[config.mk]
export PLATFORM = sky130hd
export DESIGN_NAME = nco_sweep_ctrl
export DESIGN_NICKNAME = d
export VERILOG_FILES = /design/src/rtl/nco_ctrl_pkg.sv /design/src/rtl/nco_rate_acc.sv /design/src/rtl/nco_sweep_ctrl.sv
export SDC_FILE = /design/constraint.sdc
export NUM_CORES = 1
export LEC_CHECK = 0
export ABC_AREA = 1
export BUFFER_PORTS_ARGS = -buffer_cell sky130_fd_sc_hd__clkbuf_2
export CELL_PAD_IN_SITES_DETAIL_PLACEMENT = 0
export CELL_PAD_IN_SITES_GLOBAL_PLACEMENT = 2
export CORE_ASPECT_RATIO = 1.75
export CORE_MARGIN = 2
export CORE_UTILIZATION = 35
export DETAILED_ROUTE_END_ITERATION = 8
export GPL_ROUTABILITY_DRIVEN = 0
export PLACE_DENSITY = 0.9
export SLEW_MARGIN = 10
export SYNTH_ARGS = -nofsm -noshare
export SYNTH_HDL_FRONTEND = slang
export SYNTH_SLANG_ARGS = --single-unit
[constraint.sdc]
create_clock -name clk -period 5.6 [get_ports clk]
set_input_delay 0 -clock clk [delete_from_list [all_inputs] [get_ports clk]]
set_output_delay 0 -clock clk [all_outputs]
set_load 0.05 [all_outputs]
[src/rtl/nco_ctrl_pkg.sv]
// Shared types and default widths for the NCO sweep controller.
package nco_ctrl_pkg;

    localparam int ACC_W_DEF   = 16;
    localparam int DWELL_W_DEF = 16;

    typedef enum logic [1:0] {
        FIXED      = 2'd0,
        SWEEP_ONCE = 2'd1,
        SWEEP_LOOP = 2'd2,
        STOP       = 2'd3
    } mode_e;

    typedef enum logic [1:0] {
        IDLE  = 2'd0,
        SWEEP = 2'd1,
        HOLD  = 2'd2
    } state_e;

endpackage

[src/rtl/nco_rate_acc.sv]
// Fractional rate accumulator: emits a one-cycle registered strobe on every carry out.
module nco_rate_acc #(
    parameter int ACC_W = 16
) (
    input  logic             clk,
    input  logic             rst,
    input  logic             clr,
    input  logic             en,
    input  logic [ACC_W-1:0] rate,
    output logic             next
);

    logic [ACC_W-1:0] r_acc;
    logic             r_next;
    logic [ACC_W:0]   w_sum;

    assign w_sum = {1'b0, r_acc} + {1'b0, rate};

    // NOTE: sequential state uses non-blocking assignments so every register samples pre-edge values.
    always_ff @(posedge clk) begin
        if (rst || clr) begin
            r_acc  <= '0;
            r_next <= 1'b0;
        end else if (en) begin
            r_acc  <= w_sum[ACC_W-1:0];
            r_next <= w_sum[ACC_W];
        end else begin
            r_next <= 1'b0;
        end
    end

    assign next = r_next;

endmodule

[src/rtl/nco_sweep_ctrl.sv]
// Sweep controller: config handshake, dwell timing and rate stepping ahead of the NCO strobe.
module nco_sweep_ctrl
    import nco_ctrl_pkg::*;
#(
    parameter int ACC_W   = ACC_W_DEF,
    parameter int DWELL_W = DWELL_W_DEF
) (
    input  logic               clk,
    input  logic               rst,
    input  logic               cfg_valid,
    output logic               cfg_ready,
    input  logic [1:0]         cfg_mode,
    input  logic [ACC_W-1:0]   cfg_start_rate,
    input  logic [ACC_W-1:0]   cfg_stop_rate,
    input  logic [ACC_W-1:0]   cfg_step,
    input  logic [DWELL_W-1:0] cfg_dwell,
    input  logic               enable,
    output logic               next,
    output logic [ACC_W-1:0]   rate,
    output logic               busy,
    output logic               done
);

    state_e             r_state;
    mode_e              r_mode;
    logic [ACC_W-1:0]   r_rate;
    logic [ACC_W-1:0]   r_start;
    logic [ACC_W-1:0]   r_stop;
    logic [ACC_W-1:0]   r_step;
    logic [DWELL_W-1:0] r_dwell;
    logic [DWELL_W-1:0] r_dwell_cnt;
    logic               r_done;

    logic               w_accept;
    logic               w_run;
    logic [ACC_W:0]     w_sum;

    assign cfg_ready = (r_state != SWEEP);
    assign busy      = (r_state == SWEEP);
    assign w_accept  = cfg_valid && cfg_ready;
    assign w_run     = enable && (r_state != IDLE);
    // One extra bit so a step past the top of the rate range still compares against stop.
    assign w_sum     = {1'b0, r_rate} + {1'b0, r_step};

    always_ff @(posedge clk) begin
        if (rst) begin
            r_state     <= IDLE;
            r_mode      <= FIXED;
            r_rate      <= '0;
            r_start     <= '0;
            r_stop      <= '0;
            r_step      <= '0;
            r_dwell     <= '0;
            r_dwell_cnt <= '0;
            r_done      <= 1'b0;
        end else begin
            r_done <= 1'b0;
            if (w_accept) begin
                r_mode      <= mode_e'(cfg_mode);
                r_start     <= cfg_start_rate;
                r_stop      <= cfg_stop_rate;
                r_step      <= cfg_step;
                r_dwell     <= cfg_dwell;
                r_dwell_cnt <= '0;
                case (mode_e'(cfg_mode))
                    FIXED: begin
                        r_rate  <= cfg_start_rate;
                        r_state <= HOLD;
                    end
                    SWEEP_ONCE, SWEEP_LOOP: begin
                        r_rate  <= cfg_start_rate;
                        r_state <= SWEEP;
                    end
                    default: begin
                        r_rate  <= '0;
                        r_state <= IDLE;
                    end
                endcase
            end else if (enable && r_state == SWEEP) begin
                if (r_dwell_cnt == r_dwell) begin
                    r_dwell_cnt <= '0;
                    if (w_sum >= {1'b0, r_stop}) begin
                        r_done <= 1'b1;
                        if (r_mode == SWEEP_LOOP) begin
                            r_rate <= r_start;
                        end else begin
                            r_rate  <= r_stop;
                            r_state <= HOLD;
                        end
                    end else begin
                        r_rate <= w_sum[ACC_W-1:0];
                    end
                end else begin
                    r_dwell_cnt <= r_dwell_cnt + DWELL_W'(1);
                end
            end
        end
    end

    assign rate = r_rate;
    assign done = r_done;

    nco_rate_acc #(
        .ACC_W (ACC_W)
    ) u_rate_acc (
        .clk  (clk),
        .rst  (rst),
        .clr  (w_accept),
        .en   (w_run),
        .rate (r_rate),
        .next (next)
    );

endmodule

Word-level counts from Yosys, hierarchy flattened
Index checks and enable logic that the tools add are counted.

storage, ports and cells
  register bits after elaboration = 118
  bits of input ports = 70
  logic and storage cells = 55
  output and inout bits = 20

operators by class
  $add $sub $neg = 3
  bitwise logic cells = 3
  mux-type cells = 14
  eq/ne operators = 7
  reductions and logical operators = 16
  order comparisons = 1

operator list
  operator                                                                 count
  16-bit 2-to-1 mux                                                        7
  16-bit by 16-bit adder with 17-bit output                                2
  17-bit by 16-bit >= comparator with 1-bit output                         1
  16-bit by 1-bit adder with 16-bit output, second input constant          1
  16-bit equality test                                                     1
  2-bit 2-to-1 mux                                                         5
  2-bit nonzero test                                                       4
  2-bit OR reduction                                                       3
  2-bit by 1-bit equality test with 1-bit output, second input constant    2
  2-bit equality test, second input constant                               2
  2-bit by 1-bit inequality test with 1-bit output, second input constant  2
  2-bit case mux with 2 select lines                                       1
  4-bit AND reduction                                                      1
  4-bit OR reduction                                                       1
  1-bit logical AND                                                        3
  1-bit NOT                                                                3
  3-bit OR reduction                                                       1
  2-bit logical NOT                                                        1
  2-bit AND reduction                                                      1
  1-bit logical OR                                                         1
  1-bit 2-to-1 mux                                                         1

Logic depth before layout (Yosys ltp)
  word-level depth = 6
  gate-level depth with buffers = 23
  mapped depth without buffers = 23

Cells and area by module
From an unflattened synthesis, not the netlist that was laid out.

unflattened totals
  cell total of the unflattened synthesis = 1083
  area, all modules = 7365.8 um^2

by module, submodules not included
  module          cells an instance  sequential area each (um^2)  area each (um^2)  instances
  nco_sweep_ctrl  814                2021.9                       5803.1            1
  nco_rate_acc    269                340.3                        1562.7            1

Worst setup path before layout
OpenSTA, ideal clock, no wires.

  kind = reg2reg
  start point = register r_rate[0], in the netlist rate[0]
  end point = register r_rate[10], in the netlist rate[10]
  clock period less this slack = 3.413 ns
  required time = 5.533 ns
  library setup time = 0.067 ns
  data arrival time = 3.346 ns
  path slack = 2.187 ns
  cell stages (with the launch flop) = 24
  path buffers = 1
  cell sequence = dfxtp_1 -> ha_1 -> fa_1 -> nand3_1 -> nand2_2 -> a21boi_4 -> o21ai_2 -> xnor2_1 -> inv_1 -> ha_1 -> nand2_1 -> inv_1 -> a21oi_1 -> nand4_1 -> nand2_1 -> nand2_1 -> nand2_1 -> nand2_1 -> nand2_1 -> nand3_4 -> buf_6 -> nand2_1 -> nand3_1 -> a21oi_2

between the ends
  longest elaborated chain between the ends = 6

RTL lines
  element                                           RTL line              RTL
  start, declared                                   nco_sweep_ctrl.sv:26  logic [ACC_W-1:0] r_rate;
  start signal, assigned                            nco_sweep_ctrl.sv:67  r_rate <= cfg_start_rate;
  start signal, assigned                            nco_sweep_ctrl.sv:71  r_rate <= cfg_start_rate;
  start signal, assigned                            nco_sweep_ctrl.sv:85  r_rate <= r_start;
  16-bit by 16-bit adder with 17-bit output (*)     nco_sweep_ctrl.sv:43  assign w_sum = {1'b0, r_rate} + {1'b0, r_step};
  17-bit by 16-bit >= comparator with 1-bit output  nco_sweep_ctrl.sv:82  if (w_sum >= {1'b0, r_stop}) begin
  16-bit 2-to-1 mux (*)                             nco_sweep_ctrl.sv:82
  16-bit 2-to-1 mux (*)                             nco_sweep_ctrl.sv:80  if (r_dwell_cnt == r_dwell) begin
  16-bit 2-to-1 mux (*)                             nco_sweep_ctrl.sv:79  end else if (enable && r_state == SWEEP) begin
  16-bit 2-to-1 mux (*)                             nco_sweep_ctrl.sv:58  if (w_accept) begin

Mark *: on every way between the ends. The rest lies on a longest branch, timed or not. The select of a mux whose other input is x is not followed.
A chain may end at the register's enable or synchronous reset.

Final worst setup path
  start point = register r_rate[0], in the netlist rate[0]
  end point = register r_state[1]

between the ends
  longest elaborated chain between the ends = 4

RTL lines
  element                                           RTL line              RTL
  16-bit by 16-bit adder with 17-bit output         nco_sweep_ctrl.sv:43
  17-bit by 16-bit >= comparator with 1-bit output  nco_sweep_ctrl.sv:82
  2-bit nonzero test (no source line)               -
  4-bit AND reduction (no source line)              -
  end signal, assigned                              nco_sweep_ctrl.sv:47  r_state <= IDLE;
  end signal, assigned                              nco_sweep_ctrl.sv:76  r_state <= IDLE;
  end signal, assigned                              nco_sweep_ctrl.sv:88  r_state <= HOLD;
  end, declared                                     nco_sweep_ctrl.sv:24  state_e r_state;

Every way passes these cells.

==> impl_metrics.prom <==
# TYPE chip_impl_metric gauge
chip_impl_info{name="status",value="finished clean"} 1
chip_impl_metric{name="tightestPinTransition",unit="ns"} 0.762
chip_impl_metric{name="final.setup.tns",unit="ns"} 0
chip_impl_metric{name="drv_slew",unit=""} 0
chip_impl_metric{name="synth_edf_count",unit=""} 0
chip_impl_metric{name="dp.final_hpwl",unit="mm"} 17.2
chip_impl_metric{name="chipHeight",unit="um"} 193
chip_impl_metric{name="synth_area_per_cell",unit="um2"} 6.99
chip_impl_metric{name="drc",unit=""} 0
chip_impl_metric{name="clock_sink_count",unit=""} 118
chip_impl_metric{name="number_of_fill_cells",unit=""} 2155
chip_impl_metric{name="grt_overflow_total",unit=""} 0
chip_impl_metric{name="post_route_cells_drive_above_1_share",unit=""} 0.129
chip_impl_metric{name="post_cts_buffers",unit=""} 0
chip_impl_metric{name="yosys_warnings",unit=""} 0
chip_impl_metric{name="globalRouteTotalUtil",unit=""} 0.219
chip_impl_metric{name="largest_net_degree_at_the_start_of_global_routing",unit=""} 76
chip_impl_metric{name="antenna_cells_inserted",unit=""} 0
chip_impl_metric{name="grt_first_pass_wirelength",unit="mm"} 36.0
chip_impl_metric{name="max_clock_freq",unit="MHz"} 244
chip_impl_metric{name="design.core.area",unit="um2"} 20200
chip_impl_metric{name="p_per_area",unit="nW/um2"} 319
chip_impl_metric{name="cts_made_buffers",unit=""} 17
chip_impl_metric{name="slew_headroom",unit=""} 0.490
chip_impl_metric{name="setup_slack",unit="ns"} 1.50
chip_impl_metric{name="cts.hold.buffers_added",unit=""} 66
chip_impl_metric{name="final.min_clock_period",unit="ns"} 4.10
chip_impl_info{name="layout_common_cells",value="151 x sky130_fd_sc_hd__nand2_1, 151 x sky130_fd_sc_hd__nor2_1, 124 x sky130_fd_sc_hd__inv_1"} 1
chip_impl_metric{name="die_area",unit="um2"} 21600
chip_impl_info{name="grt_setup_unrepaired",value="false"} 1
chip_impl_metric{name="power.static_leakage",unit="nW"} 4.33
chip_impl_metric{name="sequential_cell_area",unit="um2"} 2360
chip_impl_metric{name="max-clock-path-buffers",unit=""} 2
chip_impl_metric{name="critical_path.max_fanout",unit=""} 18
chip_impl_metric{name="fin_worst_skew",unit="ns"} 0.0130
chip_impl_metric{name="max_rail_drop_vdd",unit="uV"} 261
chip_impl_metric{name="crit_path_arrival_time",unit="ns"} 4.41
chip_impl_metric{name="vias_in_the_first_global_route",unit=""} 6975
chip_impl_metric{name="post_drt_via_cell_ratio",unit=""} 4.99
chip_impl_info{name="min_delay_worst_type",value="primary input to flip-flop"} 1
chip_impl_info{name="ys_dominant_reg_cell",value="sky130_fd_sc_hd__dfxtp_1"} 1
chip_impl_metric{name="io-pin-count",unit=""} 90
chip_impl_metric{name="layout.nets",unit=""} 1279
chip_impl_metric{name="ctsHtreeMaxLevel",unit=""} 4
chip_impl_metric{name="drtAntennaViolNets",unit=""} 0
chip_impl_metric{name="seq_area_frac_synth",unit=""} 0.331
chip_impl_metric{name="cts.repair.resized",unit=""} 0
chip_impl_metric{name="synth_area",unit="um2"} 7140
chip_impl_metric{name="setup_viol",unit=""} 0
chip_impl_metric{name="initial_core_util",unit=""} 0.353
chip_impl_metric{name="fin_crit_sh",unit=""} 0.731
chip_impl_metric{name="clkTransAtPathRegs",unit="ns"} 0.05
chip_impl_metric{name="setup.reg_to_reg.worst_slack",unit="ns"} 1.50
chip_impl_metric{name="worstSkewPairLatency",unit="ns"} 0.42
chip_impl_metric{name="vias",unit=""} 7064
chip_impl_metric{name="mappedNetlistNets",unit=""} 1144
chip_impl_metric{name="antenna_found_initial",unit=""} 0
chip_impl_info{name="cts_tree",value="done"} 1
chip_impl_metric{name="synthCells",unit=""} 1021
chip_impl_metric{name="drt_pass1_iterations",unit=""} 4
chip_impl_metric{name="multi_input_comb_area",unit="um2"} 4110
chip_impl_metric{name="synth_cell_type_count",unit=""} 43
chip_impl_metric{name="hold_viol",unit=""} 0
chip_impl_metric{name="placement.setup.worst_slack",unit="ns"} 1.54
chip_impl_metric{name="max_cap_viol_count",unit=""} 0
chip_impl_metric{name="die_width",unit="um"} 112
chip_impl_metric{name="finalWirelength",unit="mm"} 23.5
chip_impl_metric{name="worst_path_required_time",unit="ns"} 5.91
chip_impl_info{name="clock-root-buffer",value="sky130_fd_sc_hd__clkbuf_16"} 1
chip_impl_metric{name="io_buffer_count",unit=""} 89
chip_impl_metric{name="areaGrowthSynthToFinish",unit="%"} 26.0
chip_impl_info{name="type_of_element_capturing_the_critical_path",value="flip-flop"} 1
chip_impl_metric{name="drt_first_iter_violations",unit=""} 217
chip_impl_metric{name="async_reset_ff_frac",unit=""} 0
chip_impl_metric{name="route.detailed.wl_per_inst",unit="um"} 16.6
chip_impl_metric{name="flops_latches_synth",unit=""} 118
chip_impl_info{name="path_class",value="flip-flop to flip-flop"} 1
chip_impl_metric{name="num_rows",unit=""} 69
chip_impl_info{name="start_kind",value="flip-flop"} 1
through the flow:
stage / cell area [um2] / util / power (mW) / std cells / hold WS [ns]
floorplan: 7140 / - / 1.53 / 1021 / 0.154
global placement: 7750 / 0.384 / 1.76 / 1319 / 0.253
detailed placement: 7750 / 0.384 / 1.76 / 1319 / 0.260
CTS: 8990 / 0.445 / 2.89 / 1415 / 0.0148
global route: 8990 / 0.445 / 3.02 / 1415 / 0.0610
finish: 8990 / 0.445 / 2.87 / 1415 / 0.0231
registers in the layout, indices dropped and copies added, names as in the netlist, 2 cells and up:
register	count
r_dwell	16
r_step	16
r_stop	16
r_mode	2
rate	16
r_dwell_cnt	16
r_start	16
u_rate_acc.r_acc	16
r_state	2
path summary, 6_finish.rpt:
| check | end | startpoint | cells past startpoint |
|---|---|---|---|
| setup reg to reg | r_state[1] | rate[0] | 21 |
| hold / removal | r_dwell_cnt[0] | enable | 4 |
| setup / recovery | r_state[1] | rate[0] | 21 |
| hold reg to reg | r_mode[1] | r_mode[1] | 2 |
cell usage after synthesis (3+ instances only):
master,n,share of area
sky130_fd_sc_hd__buf_1,5,0.0026
sky130_fd_sc_hd__o31ai_1,16,0.017
sky130_fd_sc_hd__nand2_1,152,0.080
sky130_fd_sc_hd__a21oi_1,80,0.056
sky130_fd_sc_hd__o21bai_1,3,0.0032
sky130_fd_sc_hd__a21o_1,3,0.0032
sky130_fd_sc_hd__nor4_1,3,0.0026
sky130_fd_sc_hd__clkbuf_1,26,0.014
sky130_fd_sc_hd__a31oi_1,3,0.0026
sky130_fd_sc_hd__a21oi_2,11,0.013
sky130_fd_sc_hd__buf_2,12,0.0084
sky130_fd_sc_hd__nor3_1,17,0.012
sky130_fd_sc_hd__nand4_1,24,0.021
sky130_fd_sc_hd__o21ai_0,92,0.065
sky130_fd_sc_hd__inv_1,126,0.066
sky130_fd_sc_hd__xor2_1,36,0.044
sky130_fd_sc_hd__nor2_1,151,0.079
sky130_fd_sc_hd__inv_2,3,0.0016
sky130_fd_sc_hd__nand3b_1,3,0.0032
sky130_fd_sc_hd__xnor2_1,7,0.0086
sky130_fd_sc_hd__dfxtp_1,118,0.33
sky130_fd_sc_hd__o22ai_1,16,0.014
sky130_fd_sc_hd__a211oi_1,3,0.0032
sky130_fd_sc_hd__ha_1,51,0.089
sky130_fd_sc_hd__nand3_1,37,0.026
logic make-up (layout without fill, tap and decap cells):
logic type / count (synthesis) / count (layout) / share of synthesized area
DFF: 118 / 118 / 0.331
and+or+nand+nor: 399 / 399 / 0.238
adders and majority gates: 53 / 53 / 0.0950
buffers and inverters: 173 / 319 / 0.0941
AOI/OAI and AO/OA: 234 / 234 / 0.187
muxes: 1 / 1 / 0.00140
xor gates and xnor gates: 43 / 43 / 0.0528
final cells by class:
class                   count  area share
inverters                 129      0.0539
repair buffers            160       0.127
well taps                 248      0.0345
multi-input cells         730       0.457
clock buffers              21      0.0501
clock inverters             9      0.0143
flip-flops and latches    118       0.263
power breakdown:
group | switching, mW | internal [mW] | total [mW]
Clock | 0.386 | 0.704 | 1.09
Combinational | 0.528 | 0.282 | 0.811
Sequential | 0.0642 | 0.902 | 0.966
layer usage:
| layer | global-route usage | part of all wire | vias to the layer above |
|---|---|---|---|
| met2 | 0.440 | 0.56 | 120 |
| met5 | 0 | 0 | - |
| li1 | - | - | 3643 |
| met3 | 0.0311 | 0.026 | 52 |
| met4 | 0.124 | 0.052 | 0 |
| met1 | 0.208 | 0.36 | 3249 |
worst max-delay path, cell delays in order, from the launching register on:
cell	delay, ns
sky130_fd_sc_hd__dfxtp_1	0.35
sky130_fd_sc_hd__ha_1	0.25
sky130_fd_sc_hd__fa_1	0.40
sky130_fd_sc_hd__nand3_1	0.10
sky130_fd_sc_hd__nand2_2	0.10
sky130_fd_sc_hd__a21boi_4	0.21
sky130_fd_sc_hd__o21ai_0	0.13
sky130_fd_sc_hd__xor2_1	0.31
sky130_fd_sc_hd__inv_1	0.09
sky130_fd_sc_hd__ha_1	0.30
sky130_fd_sc_hd__a21oi_1	0.16
sky130_fd_sc_hd__nor2_1	0.06
sky130_fd_sc_hd__a211oi_1	0.19
sky130_fd_sc_hd__nand2_1	0.08
sky130_fd_sc_hd__nand2_1	0.06
sky130_fd_sc_hd__nand2_1	0.05
sky130_fd_sc_hd__nand2_1	0.42
sky130_fd_sc_hd__nand3_4	0.34
sky130_fd_sc_hd__nand2_1	0.18
sky130_fd_sc_hd__nand3_1	0.08
sky130_fd_sc_hd__nand3_1	0.10
sky130_fd_sc_hd__inv_1	0.04
Note: power is estimated with default switching activity, not from simulation.
